==> src/rtl/philv_fetch_unit_pkg.sv <==
// Shared definitions for the PhilosophyV fetch unit: FSM encodings, PC step and alignment.
package philv_fetch_unit_pkg;

  typedef enum logic [1:0] {
    ST_IDLE  = 2'd0,
    ST_FETCH = 2'd1,
    ST_DRAIN = 2'd2
  } fetch_state_e;

  localparam int FETCH_PC_INCR = 4;
  localparam int PC_ALIGN_LSBS = 2;

  // Width of a counter that must hold values 0..depth inclusive.
  function automatic int cnt_width(input int depth);
    return $clog2(depth + 1);
  endfunction

endpackage

==> src/rtl/philv_sync_fifo.sv <==
// Synchronous FIFO with flush; rdata shows the head word combinationally (no bypass).
module philv_sync_fifo #(
  parameter int WIDTH = 32,
  parameter int DEPTH = 4,
  localparam int PTR_W = (DEPTH > 1) ? $clog2(DEPTH) : 1,
  localparam int CNT_W = $clog2(DEPTH + 1)
) (
  input  logic             clk,
  input  logic             rst,
  input  logic             push,
  input  logic             pop,
  input  logic             flush,
  input  logic [WIDTH-1:0] wdata,
  output logic [WIDTH-1:0] rdata,
  output logic             full,
  output logic             empty,
  output logic [CNT_W-1:0] count
);

  logic [WIDTH-1:0] mem [DEPTH];
  logic [PTR_W-1:0] wptr;
  logic [PTR_W-1:0] rptr;
  logic             do_push;
  logic             do_pop;

  function automatic logic [PTR_W-1:0] ptr_inc(input logic [PTR_W-1:0] p);
    return (p == PTR_W'(DEPTH - 1)) ? '0 : p + 1'b1;
  endfunction

  assign full    = (count == CNT_W'(DEPTH));
  assign empty   = (count == '0);
  assign do_pop  = pop && !empty;
  assign do_push = push && (!full || do_pop);
  assign rdata   = mem[rptr];

  always_ff @(posedge clk) begin
    if (rst || flush) begin
      wptr  <= '0;
      rptr  <= '0;
      count <= '0;
    end else begin
      if (do_push) wptr <= ptr_inc(wptr);
      if (do_pop)  rptr <= ptr_inc(rptr);
      count <= count + CNT_W'(do_push) - CNT_W'(do_pop);
    end
  end

  always_ff @(posedge clk) begin
    if (do_push && !flush) mem[wptr] <= wdata;
  end

endmodule

==> src/rtl/philv_fetch_unit.sv <==
// PhilosophyV instruction fetch: PC, credit-limited imem requests, prefetch FIFO to decode.
// Optional perf counters are enabled by defining PHILV_FETCH_PERF_EN.
module philv_fetch_unit
  import philv_fetch_unit_pkg::*;
#(
  parameter int                   BUS_WIDTH        = 32,
  parameter int                   FIFO_DEPTH       = 4,
  parameter int                   MAX_OUTSTANDING  = 2,
  parameter logic [BUS_WIDTH-1:0] PC_START_ADDRESS = '0
) (
  input  logic                 clk,
  input  logic                 rst,
  input  logic                 redirect_valid,
  input  logic [BUS_WIDTH-1:0] redirect_pc,
  output logic                 imem_req,
  output logic [BUS_WIDTH-1:0] imem_addr,
  input  logic                 imem_gnt,
  input  logic                 imem_rvalid,
  input  logic [BUS_WIDTH-1:0] imem_rdata,
  output logic                 instr_valid,
  output logic [BUS_WIDTH-1:0] instr,
  output logic [BUS_WIDTH-1:0] instr_pc,
  input  logic                 instr_ready
`ifdef PHILV_FETCH_PERF_EN
  ,
  output logic [31:0]          perf_fetched,
  output logic [31:0]          perf_stall
`endif
);

  localparam int CNT_W = cnt_width(FIFO_DEPTH);
  localparam int OUT_W = cnt_width(MAX_OUTSTANDING);
  localparam logic [BUS_WIDTH-1:0] PC_ALIGN_MASK = ~BUS_WIDTH'((1 << PC_ALIGN_LSBS) - 1);

  fetch_state_e           state;
  fetch_state_e           state_d;
  logic [BUS_WIDTH-1:0]   pc;
  logic [BUS_WIDTH-1:0]   pc_d;
  logic [OUT_W-1:0]       outstanding;
  logic [OUT_W-1:0]       out_d;

  logic [CNT_W-1:0]       fifo_count;
  logic                   fifo_full;
  logic                   fifo_empty;
  logic [2*BUS_WIDTH-1:0] fifo_rdata;
  logic [BUS_WIDTH-1:0]   tag_pc;
  logic [OUT_W-1:0]       tag_count;
  logic                   tag_full;
  logic                   tag_empty;

  logic credit_ok;
  logic issue;
  logic rsp;
  logic keep_rsp;
  logic tag_pop;
  logic pop;

  // Request/response bookkeeping; instr_ready feeds only the FIFO pop, never the request.
  always_comb begin
    credit_ok = (int'(fifo_count) + int'(outstanding) < FIFO_DEPTH) &&
                (int'(outstanding) < MAX_OUTSTANDING);
    imem_req  = (state == ST_FETCH) && !redirect_valid && credit_ok;
    imem_addr = pc;
    issue     = imem_req && imem_gnt;
    rsp       = imem_rvalid && (outstanding != '0);
    keep_rsp  = rsp && (state == ST_FETCH) && !redirect_valid;
    tag_pop   = rsp && (state == ST_FETCH);
    pop       = instr_valid && instr_ready;
    out_d     = outstanding + OUT_W'(issue) - OUT_W'(rsp);
  end

  always_comb begin
    pc_d    = pc;
    state_d = state;
    if (issue) pc_d = pc + BUS_WIDTH'(FETCH_PC_INCR);
    case (state)
      ST_IDLE:  state_d = ST_FETCH;
      ST_FETCH: state_d = ST_FETCH;
      ST_DRAIN: state_d = (out_d == '0) ? ST_FETCH : ST_DRAIN;
      default:  state_d = ST_IDLE;
    endcase
    if (redirect_valid) begin
      pc_d    = redirect_pc & PC_ALIGN_MASK;
      state_d = (out_d != '0) ? ST_DRAIN : ST_FETCH;
    end
  end

  always_ff @(posedge clk) begin
    if (rst) begin
      state       <= ST_IDLE;
      pc          <= PC_START_ADDRESS;
      outstanding <= '0;
    end else begin
      state       <= state_d;
      pc          <= pc_d;
      outstanding <= out_d;
    end
  end

  philv_sync_fifo #(
    .WIDTH (2 * BUS_WIDTH),
    .DEPTH (FIFO_DEPTH)
  ) u_prefetch (
    .clk   (clk),
    .rst   (rst),
    .push  (keep_rsp),
    .pop   (pop),
    .flush (redirect_valid),
    .wdata ({imem_rdata, tag_pc}),
    .rdata (fifo_rdata),
    .full  (fifo_full),
    .empty (fifo_empty),
    .count (fifo_count)
  );

  // Issue-order PCs of requests in flight; head tags the next response.
  philv_sync_fifo #(
    .WIDTH (BUS_WIDTH),
    .DEPTH (MAX_OUTSTANDING)
  ) u_tag_queue (
    .clk   (clk),
    .rst   (rst),
    .push  (issue),
    .pop   (tag_pop),
    .flush (redirect_valid),
    .wdata (pc),
    .rdata (tag_pc),
    .full  (tag_full),
    .empty (tag_empty),
    .count (tag_count)
  );

  assign instr_valid       = !fifo_empty;
  assign {instr, instr_pc} = fifo_rdata;

  // Credit accounting must keep both queues from over/underflowing.
  always_ff @(posedge clk) begin
    if (!rst) begin
      assert (!(keep_rsp && fifo_full));
      assert (!(issue && tag_full));
      assert (!(tag_pop && tag_empty));
      assert (state != ST_FETCH || tag_count == outstanding);
    end
  end

`ifdef PHILV_FETCH_PERF_EN
  function automatic logic [31:0] sat_inc(input logic [31:0] v);
    return (v == '1) ? v : v + 32'd1;
  endfunction

  always_ff @(posedge clk) begin
    if (rst) begin
      perf_fetched <= '0;
      perf_stall   <= '0;
    end else begin
      if (pop) perf_fetched <= sat_inc(perf_fetched);
      if (state == ST_FETCH && !instr_valid) perf_stall <= sat_inc(perf_stall);
    end
  end
`endif

endmodule

==> config.mk <==
export PLATFORM = sky130hd
export DESIGN_NAME = philv_fetch_unit
export DESIGN_NICKNAME = d
export VERILOG_FILES = /design/src/rtl/philv_fetch_unit_pkg.sv /design/src/rtl/philv_sync_fifo.sv /design/src/rtl/philv_fetch_unit.sv
export SDC_FILE = /design/constraint.sdc
export NUM_CORES = 1
export LEC_CHECK = 0
export CORE_MARGIN = 4
export CORE_UTILIZATION = 50
export DETAILED_ROUTE_END_ITERATION = 8
export PLACE_DENSITY_LB_ADDON = 0.1
export SLEW_MARGIN = 20
export SYNTH_ARGS = -nofsm -noshare
export SYNTH_HDL_FRONTEND = slang
export SYNTH_HIERARCHICAL = 1
export SYNTH_SLANG_ARGS = --single-unit
==> constraint.sdc <==
create_clock -name clk -period 6.63 [get_ports clk]
set_input_delay 0.663 -clock clk [delete_from_list [all_inputs] [get_ports clk]]
set_output_delay 0.663 -clock clk [all_outputs]
set_load 0.05 [all_outputs]
==> flow_metrics.env <==
export IMPL_status="finished, final reports clean"
export IMPL_io_buffer_count=163
export IMPL_drive_above_1_share_pct=18.1
export IMPL_clk_latency_ns=0.52
export IMPL_syn_cell_area_um2=14300
export IMPL_insertedDiodeCount=0
export IMPL_critPathKind="register to output pin"
export IMPL_maxClockFrequency_ghz=0.248
export IMPL_reg2reg_setup_slack_ns=3.17
export IMPL_dpl_hpwl_um=16400
export IMPL_grt_max_degree=65
export IMPL_coreArea_um2=28000
export IMPL_syn_inst=784
export IMPL_grt_usage_pct=18.0
export IMPL_gp_congestion=0.761
export IMPL_whs_endpoint="u_tag_queue/wptr$_SDFFE_PP0P_"
export IMPL_antenna_found_initial=0
export IMPL_grt_pass1_vias=7750
export IMPL_max_slew_margin_pct=32.0
export IMPL_cellPowerDensity_nw_per_um2=277
export IMPL_drt_iter0_drc=614
export IMPL_die_area_um2=31500
export IMPL_slew_violations=0
export IMPL_period_share_pct=60.8
export IMPL_path_buf_inv=2
export IMPL_fin_crit_ns=4.03
export IMPL_via_per_inst=5.51
export IMPL_cts_setup_buffers=0
export IMPL_cp_slowest_stage_delay_ns=0.92
export IMPL_r2r_start="u_prefetch/count[1]$_SDFF_PP0_"
export IMPL_post_route_util_pct=62.7
export IMPL_r2r_end="u_tag_queue/mem[0][27]$_DFFE_PP_"
export IMPL_rsz0062_at_grt="false"
export IMPL_hold_class="register to register"
export IMPL_syn_area_per_cell_um2=18.3
export IMPL_power_mw=4.86
export IMPL_grt_pass1_wl_um=44200
export IMPL_maxCapViolations=0
export IMPL_initial_core_util_pct=51.2
export IMPL_start_kind="register"
export IMPL_row_count=61
export IMPL_hold_ws_ns=0.506
export IMPL_hold_start="u_tag_queue/wptr$_SDFFE_PP0P_"
export IMPL_crit_chain="buf_4 -> mux4_2 -> clkdlybuf4s50_1"
export IMPL_setup_viol=0
export IMPL_clock_root_buffer="clkbuf_16"
export IMPL_report_final_hold_viol_count=0
export IMPL_vias=7584
export IMPL_gr_total_overflow=0
export IMPL_die_h_um=177
export IMPL_cts_sinks=368
export IMPL_die_w_um=177
export IMPL_power_leakage_nw=5.65
export IMPL_holdPathStages=2
export IMPL_tightest_slew_ns=1.02
export IMPL_yosys_warnings=6
export IMPL_clk_pin_slew_ns=0.06
export IMPL_cts_buffers=38
export IMPL_placed_cell_area_um2=16400
export IMPL_cts_resized=0
export IMPL_syn_to_final_growth_pct=22.4
export IMPL_ios=168
export IMPL_cts_tree="yes"
export IMPL_clock_skew_ns=0.0232
export IMPL_slowest_stage="dfxtp_4"
export IMPL_irDropWorstVdd_mv=0.211
export IMPL_cp_top_family="buffers and inverters"
export IMPL_fin_nets=1052
export IMPL_final_common_cell="edfxtp_1"
export IMPL_ant_nets=0
export IMPL_cp_required_ns=5.97
export IMPL_fin_area_um2=17600
export IMPL_layout_common_cells="edfxtp_1 (320), clkdlybuf4s50_1 (162), mux4_2 (64)"
export IMPL_reg2regPathDepth=7
export IMPL_dr_pass1_iters=5
export IMPL_endpoint_kind="output pin"
export IMPL_wl_um=27900
export IMPL_cts_max_level=2
export IMPL_clockBufferDepth=3
export IMPL_cp_max_fo=41
export IMPL_wl_per_cell_um=20.3
export IMPL_cp_arrival_ns=3.37
export IMPL_drc=0
export IMPL_ctsHoldBuffers=0
[metal layers]
metal | global-route usage (%) | vias up | part of all wire (%)
met2 | 29.1 | 212 | 48
met5 | 0 | - | 0
li1 | - | 3511 | -
met1 | 26.0 | 3822 | 45
met4 | 4.13 | 0 | 1.6
met3 | 3.20 | 39 | 5.4
[state kept, by name, summed over array words and instances, names as in the netlist, named ones only]
register,count
u_prefetch/count,3
state,2
u_prefetch/mem,256
u_tag_queue/count,2
imem_addr,30
u_tag_queue/rptr,1
u_prefetch/rptr,2
outstanding,2
u_tag_queue/mem,64
u_prefetch/wptr,2
u_tag_queue/wptr,1
[worst reg2reg max path, stage by stage, from the launching register on]
cell and delay [ns]:
dfxtp_1 0.44, ha_1 0.27, nand3_1 0.15, nand4_4 0.47
inv_2 0.45, o21ai_0 0.29, nor3_2 0.53, buf_4 0.47
[layout make-up]
class	instances	area (um^2)
clock inverter	15	68.8
fill	2020	10500
sequential	368	10600
tap	378	473
timing repair buffer	174	1720
inverter	15	56.3
multi-input combinational	373	3580
clock buffer	53	1080
[report_power, final]
part | switching, mW | internal [mW] | leakage (nW)
Sequential | 0.0385 | 2.56 | 3.28
Combinational | 0.190 | 0.124 | 1.81
Clock | 0.816 | 1.14 | 0.564
[worst max-delay path by stage]
stage	end	cells after the start	startpoint	slack (ns)
2_1_floorplan	u_prefetch/mem[0][0]$_DFFE_PP_	6	redirect_valid	-0.45
3_3_place_gp	u_tag_queue/mem[0][26]$_DFFE_PP_	8	redirect_valid	2.64
6_report	instr_pc[15]	3	register	2.60
3_5_place_dp	u_tag_queue/mem[0][27]$_DFFE_PP_	8	redirect_valid	2.56
4_1_cts	instr_pc[15]	3	register	2.47
5_1_grt	instr_pc[24]	3	register	2.31
[metrics by stage]
stage,std cells,worst slack (ns),TNS [ns]
6_report,1376,2.60,0
5_1_grt,1376,2.31,0
4_1_cts,1376,2.47,0
3_5_place_dp,1308,2.56,0
3_3_place_gp,1308,2.64,0
2_1_floorplan,789,-0.448,-86.07
No activity file was read; power rests on OpenSTA's default activity.
